`src/rtl/post_strip.sv`:
```
// rtl/post_strip.sv - Aurora frame post-processor: strips the trailing sequence word,
// checks sequence continuity and keeps frame/error status counters.
module post_strip #(
   parameter logic [15:0] SEQ_INIT = 16'h0001
) (
   input  logic        s_axis_aclk,
   input  logic        s_axis_aresetn,
   input  logic        s_axis_tvalid,
   input  logic [31:0] s_axis_tdata,
   input  logic        s_axis_tlast,
   output logic        s_axis_tready,
   output logic        m_axis_tvalid,
   output logic [31:0] m_axis_tdata,
   output logic        m_axis_tlast,
   input  logic        m_axis_tready,
   input  logic        ctrl_strip_seq_en,
   input  logic        ctrl_rst_cntr_in,
   output logic [63:0] slv_cntr_in,
   output logic [31:0] slv_seq_err,
   output logic [15:0] slv_seq_last,
   output logic        seq_err
);
   typedef enum logic { UNSYNC, SYNC } seq_state_t;
   typedef enum logic { CNT_COUNT, CNT_RST } cnt_state_t;

   seq_state_t  seq_state_q, seq_state_d;
   cnt_state_t  cnt_state_q, cnt_state_d;
   logic        m_valid_q, m_valid_d;
   logic [31:0] m_data_q, m_data_d;
   logic        m_last_q, m_last_d;
   logic [31:0] hold_data_q, hold_data_d;
   logic        hold_valid_q, hold_valid_d;
   logic        in_frame_q, in_frame_d;
   logic        mode_q, mode_d;
   logic [15:0] expected_q, expected_d;
   logic [15:0] seq_last_q, seq_last_d;
   logic [63:0] cntr_q, cntr_d;
   logic [31:0] err_cnt_q, err_cnt_d;
   logic        seq_err_q, seq_err_d;
   logic        accept;
   logic        strip;

   assign s_axis_tready = !m_valid_q || m_axis_tready;
   assign accept        = s_axis_tvalid && s_axis_tready;
   // Mode is sampled live only on the first beat of a frame, latched afterwards.
   assign strip         = in_frame_q ? mode_q : ctrl_strip_seq_en;

   assign m_axis_tvalid = m_valid_q;
   assign m_axis_tdata  = m_data_q;
   assign m_axis_tlast  = m_last_q;
   assign slv_cntr_in   = cntr_q;
   assign slv_seq_err   = err_cnt_q;
   assign slv_seq_last  = seq_last_q;
   assign seq_err       = seq_err_q;

   always_comb begin
      m_valid_d    = m_valid_q;
      m_data_d     = m_data_q;
      m_last_d     = m_last_q;
      hold_data_d  = hold_data_q;
      hold_valid_d = hold_valid_q;
      in_frame_d   = in_frame_q;
      mode_d       = mode_q;
      seq_state_d  = seq_state_q;
      cnt_state_d  = cnt_state_q;
      expected_d   = expected_q;
      seq_last_d   = seq_last_q;
      cntr_d       = cntr_q;
      err_cnt_d    = err_cnt_q;
      seq_err_d    = 1'b0;

      if (m_valid_q && m_axis_tready) begin
         m_valid_d = 1'b0;
      end

      if (accept) begin
         in_frame_d = !s_axis_tlast;
         if (!in_frame_q) begin
            mode_d = ctrl_strip_seq_en;
         end
         if (!strip) begin
            m_valid_d = 1'b1;
            m_data_d  = s_axis_tdata;
            m_last_d  = s_axis_tlast;
         end else begin
            // The held word is released one beat late so the last data word can carry tlast.
            if (hold_valid_q) begin
               m_valid_d = 1'b1;
               m_data_d  = hold_data_q;
               m_last_d  = s_axis_tlast;
            end
            if (!s_axis_tlast) begin
               hold_data_d  = s_axis_tdata;
               hold_valid_d = 1'b1;
            end else begin
               hold_valid_d = 1'b0;
            end
         end
      end

      if (ctrl_rst_cntr_in) begin
         cnt_state_d = CNT_RST;
         seq_state_d = UNSYNC;
         expected_d  = SEQ_INIT;
         seq_last_d  = 16'h0000;
         cntr_d      = 64'd0;
         err_cnt_d   = 32'd0;
      end else if (cnt_state_q == CNT_RST) begin
         cnt_state_d = CNT_COUNT;
      end else if (accept && s_axis_tlast) begin
         cntr_d = cntr_q + 64'd1;
         if (strip) begin
            seq_last_d  = s_axis_tdata[15:0];
            expected_d  = s_axis_tdata[15:0] + 16'd1;
            seq_state_d = SYNC;
            if (seq_state_q == SYNC && s_axis_tdata[15:0] != expected_q) begin
               seq_err_d = 1'b1;
               if (err_cnt_q != 32'hFFFF_FFFF) begin
                  err_cnt_d = err_cnt_q + 32'd1;
               end
            end
         end
      end
   end

   always_ff @(posedge s_axis_aclk or negedge s_axis_aresetn) begin
      if (!s_axis_aresetn) begin
         m_valid_q    <= 1'b0;
         m_data_q     <= 32'd0;
         m_last_q     <= 1'b0;
         hold_data_q  <= 32'd0;
         hold_valid_q <= 1'b0;
         in_frame_q   <= 1'b0;
         mode_q       <= 1'b0;
         seq_state_q  <= UNSYNC;
         cnt_state_q  <= CNT_COUNT;
         expected_q   <= SEQ_INIT;
         seq_last_q   <= 16'h0000;
         cntr_q       <= 64'd0;
         err_cnt_q    <= 32'd0;
         seq_err_q    <= 1'b0;
      end else begin
         m_valid_q    <= m_valid_d;
         m_data_q     <= m_data_d;
         m_last_q     <= m_last_d;
         hold_data_q  <= hold_data_d;
         hold_valid_q <= hold_valid_d;
         in_frame_q   <= in_frame_d;
         mode_q       <= mode_d;
         seq_state_q  <= seq_state_d;
         cnt_state_q  <= cnt_state_d;
         expected_q   <= expected_d;
         seq_last_q   <= seq_last_d;
         cntr_q       <= cntr_d;
         err_cnt_q    <= err_cnt_d;
         seq_err_q    <= seq_err_d;
      end
   end
endmodule
```
`config.mk`:
```
export PLATFORM = sky130hd
export DESIGN_NAME = post_strip
export DESIGN_NICKNAME = d
export VERILOG_FILES = /design/src/rtl/post_strip.sv
export SDC_FILE = /design/constraint.sdc
export NUM_CORES = 1
export LEC_CHECK = 0
export BUFFER_PORTS_ARGS = -buffer_cell sky130_fd_sc_hd__buf_2
export CORE_MARGIN = 3
export CORE_UTILIZATION = 40
export CTS_BUF_LIST = sky130_fd_sc_hd__clkbuf_4 sky130_fd_sc_hd__clkbuf_8
export DETAILED_ROUTE_END_ITERATION = 7
export HOLD_SLACK_MARGIN = 0.12
export PLACE_DENSITY = 0.66
export SYNTH_ARGS = -nofsm -noshare
export SYNTH_HDL_FRONTEND = slang
export SYNTH_SLANG_ARGS = --single-unit
```
`constraint.sdc`:
```
create_clock -name s_axis_aclk -period 2.85 [get_ports s_axis_aclk]
set_input_delay 0.1425 -clock s_axis_aclk [delete_from_list [all_inputs] [get_ports s_axis_aclk]]
set_output_delay 0.1425 -clock s_axis_aclk [all_outputs]
set_load 0.02 [all_outputs]
```
==> flow_summary.yaml <==
run_status:
  outcome: "finished clean"
critical_path:
  cp_max_fo: 22
  crit_type: "reg2reg"
  path_cells: "nor2b_1, or3_1, nor2_8, nand3_4, buf_4, nor4_1, mux2_2"
  cp.depth: 7
  cp_num_buf_inv: 1
  worstPathArrival_ns: 2.91
  cp-start-kind: "flip-flop"
  crit_family: "simple AND/OR/NAND/NOR gates"
  critPathSlowestCell: "or3_1"
  slowest_delay_ns: 0.53
  crit_required_ns: 3.22
  reg2reg_depth: 7
  endpoint_kind: "flip-flop"
synthesis:
  synthCells: 970
  synth-edff-count: 0
  syn_avg_cell_area_um2: 10.0
  synth_nets: 1012
  ys_ff_latch: 200
  yosys_most_used_dff: "dfrtp_1"
  yosysWarnings: 0
  ys_types: 46
  syn_area_mm2: 0.00975
  async_flop_share_pct: 100
  ys_seq_area_share_pct: 51.4
drt:
  firstDrtPassIters: 5
  drc: 0
  first_iter_violations: 587
  vias_per_cell: 5.25
  antenna_left: 0
  wl_per_cell_um: 15.9
  routed_wl_um: 23900
  num_vias: 7895
timing:
  setup_tns_ns: 0
  rsz0062_at_grt: "false"
  worst_pin_slew_ns: 0.645
  fmax_ghz: 0.393
  hold_viol_final: 0
  setup_viol: 0
  drv_slew: 0
  fin_crit_sh_pct: 89.2
  slew_headroom_pct: 57.0
  clock_skew_ns: 0.0230
  layout_min_cycle_time_ns: 2.54
clock_tree:
  h-tree-depth: 4
  cts_made_buffers: 17
  cts_buffer_depth: 2
  cts_hold_buf: 39
  ctsResizeCount: 0
  clkSinkCount: 200
  cts_tree: "done"
  insertion_delay_ns: 0.47
  post-cts-setup-buffer-count: 0
  path_clk_slew_ns: 0.13
  cts-root-buf: "clkbuf_8"
placed_design:
  routabilityCongestion: 0.812
  dp_cells: 1434
  port_buffers: 186
  dp_hpwl_um: 15700
global_routing:
  grt_util_all_layers_pct: 18.2
  antenna_found_initial: 1
  grt_max_degree: 80
  grt_pass1_wl_um: 39500
  grt_pass1_vias: 7628
  overflow: 0
cells_and_area:
  fin_util_pct: 50.0
  n_antenna_cell: 0
  instances_no_fill: 1505
  area_growth_pct: 21.6
  drive_gt1_share_pct: 24.6
  final_nets: 1215
  final_cell_mix: "199 x dfrtp_1, 184 x buf_2, 108 x nand2_1"
  final_common_cell: "dfrtp_1"
pwr:
  ir_drop_uv: 460
  power_density_mw_per_mm2: 591
  leakagePower_nw: 5.48
run:
  drv_cap: 0
floorplan:
  die_w_um: 162
  io_pins: 187
  start_util_pct: 41.2
  die-height_um: 162
  num_rows: 56
  fp.coreArea_mm2: 0.0237
  die_area_mm2: 0.0263
hold_path:
  hold_path_class: "in2async"
## worst register-to-register path, stage by stage (launching register included)
cell	delay, ns
dfrtp_1	0.38
nor2b_1	0.17
or3_1	0.53
nor2_8	0.18
nand3_4	0.23
buf_4	0.28
nor4_1	0.32
mux2_2	0.37
## power breakdown
group | internal (mW) | switching, mW | leakage [nW]
Clock | 0.671 | 1.19 | 0.199
Combinational | 0.648 | 0.940 | 2.63
Sequential | 3.31 | 0.249 | 2.66
## layer usage
| metal | vias to the layer above | share of wire [%] | GRT usage, % |
|---|---|---|---|
| li1 | 3816 | - | - |
| met1 | 3870 | 46 | 24.8 |
| met2 | 187 | 46 | 28.8 |
| met3 | 20 | 6.4 | 5.23 |
| met4 | 2 | 1.0 | 4.46 |
| met5 | - | 0.029 | 0 |
## state kept, by name (all words and copies together), names as in the netlist, 16 cells and up
signal and count:
expected_q 16, m_axis_tdata 32, slv_seq_err 32, slv_seq_last 16
slv_cntr_in 64, hold_data_q 32
## layout make-up
class                   count  area [um2]
clock buffers              17         234
flip-flops and latches    200        5010
repair buffers            247        1550
fillers                  2232       11800
multi-input cells         699        4450
well taps                 319         399
inverters                   8        30.0
clock inverters            15         181
## cells in the mapped netlist, types with 2 or more instances
cell,instances,area [um2]
a211oi_1,11,82.6
a21oi_1,47,235
and2_1,6,37.5
and3_1,18,113
and4_1,9,78.8
buf_1,5,18.8
buf_2,13,65.1
buf_4,2,15.0
buf_6,3,33.8
clkbuf_1,40,150
dfrtp_1,199,4980
ha_1,3,37.5
inv_1,7,26.3
mux2_2,39,439
mux2i_1,33,330
nand2_1,108,405
nand2b_1,4,25.0
nand3_1,51,255
nand4_1,34,213
nand4b_1,4,35.0
nor2_1,95,357
nor2b_1,8,50.1
nor3_1,15,75.1
nor3b_1,2,15.0
nor4_1,12,75.1
nor4_2,2,25.0
nor4_4,2,42.5
o211ai_1,2,15.0
o21a_1,2,15.0
o21ai_0,41,205
o31ai_1,22,165
or3_1,9,56.3
or4_1,23,173
xnor2_1,21,184
xor2_1,67,587
## metrics by stage
step / hold slack, ns / cell area, um2 / power (mW) / setup slack [ns]
after floorplan: -0.153 / 9750 / 4.58 / 0.595
after global routing: 0.279 / 11800 / 7.41 / 0.0727
after global placement: 0.237 / 11000 / 5.11 / 0.314
after CTS: 0.257 / 11800 / 7.08 / 0.277
final: 0.261 / 11800 / 7.00 / 0.306
after detailed placement: 0.236 / 11000 / 5.16 / 0.268
## path summary, 6_finish.rpt
check                             startpoint          endpoint  slack [ns]
max                            m_axis_tvalid   slv_seq_err[18]        0.31
min                           s_axis_aresetn   hold_data_q[11]        0.26
max reg2reg                    m_axis_tvalid   slv_seq_err[18]        0.31
min reg2reg                 m_axis_tdata[20]  m_axis_tdata[20]        0.49
max in group asynchronous     s_axis_aresetn    slv_cntr_in[8]        1.74
min in group s_axis_aclk   ctrl_strip_seq_en            mode_q        0.32
## kinds of logic (layout without fill, tap and decap cells)
family,Yosys count,in the layout,synth area share (%)
AO/OA/AOI/OAI,129,129,7.74
XOR/XNOR,88,88,7.91
adder cells (fa/ha/maj),3,3,0.385
buffers and inverters,71,287,3.21
flip-flops,200,200,51.4
multiplexers,72,72,7.89
AND/OR/NAND/NOR,407,407,21.5
No activity file was read; power rests on OpenSTA's default activity.
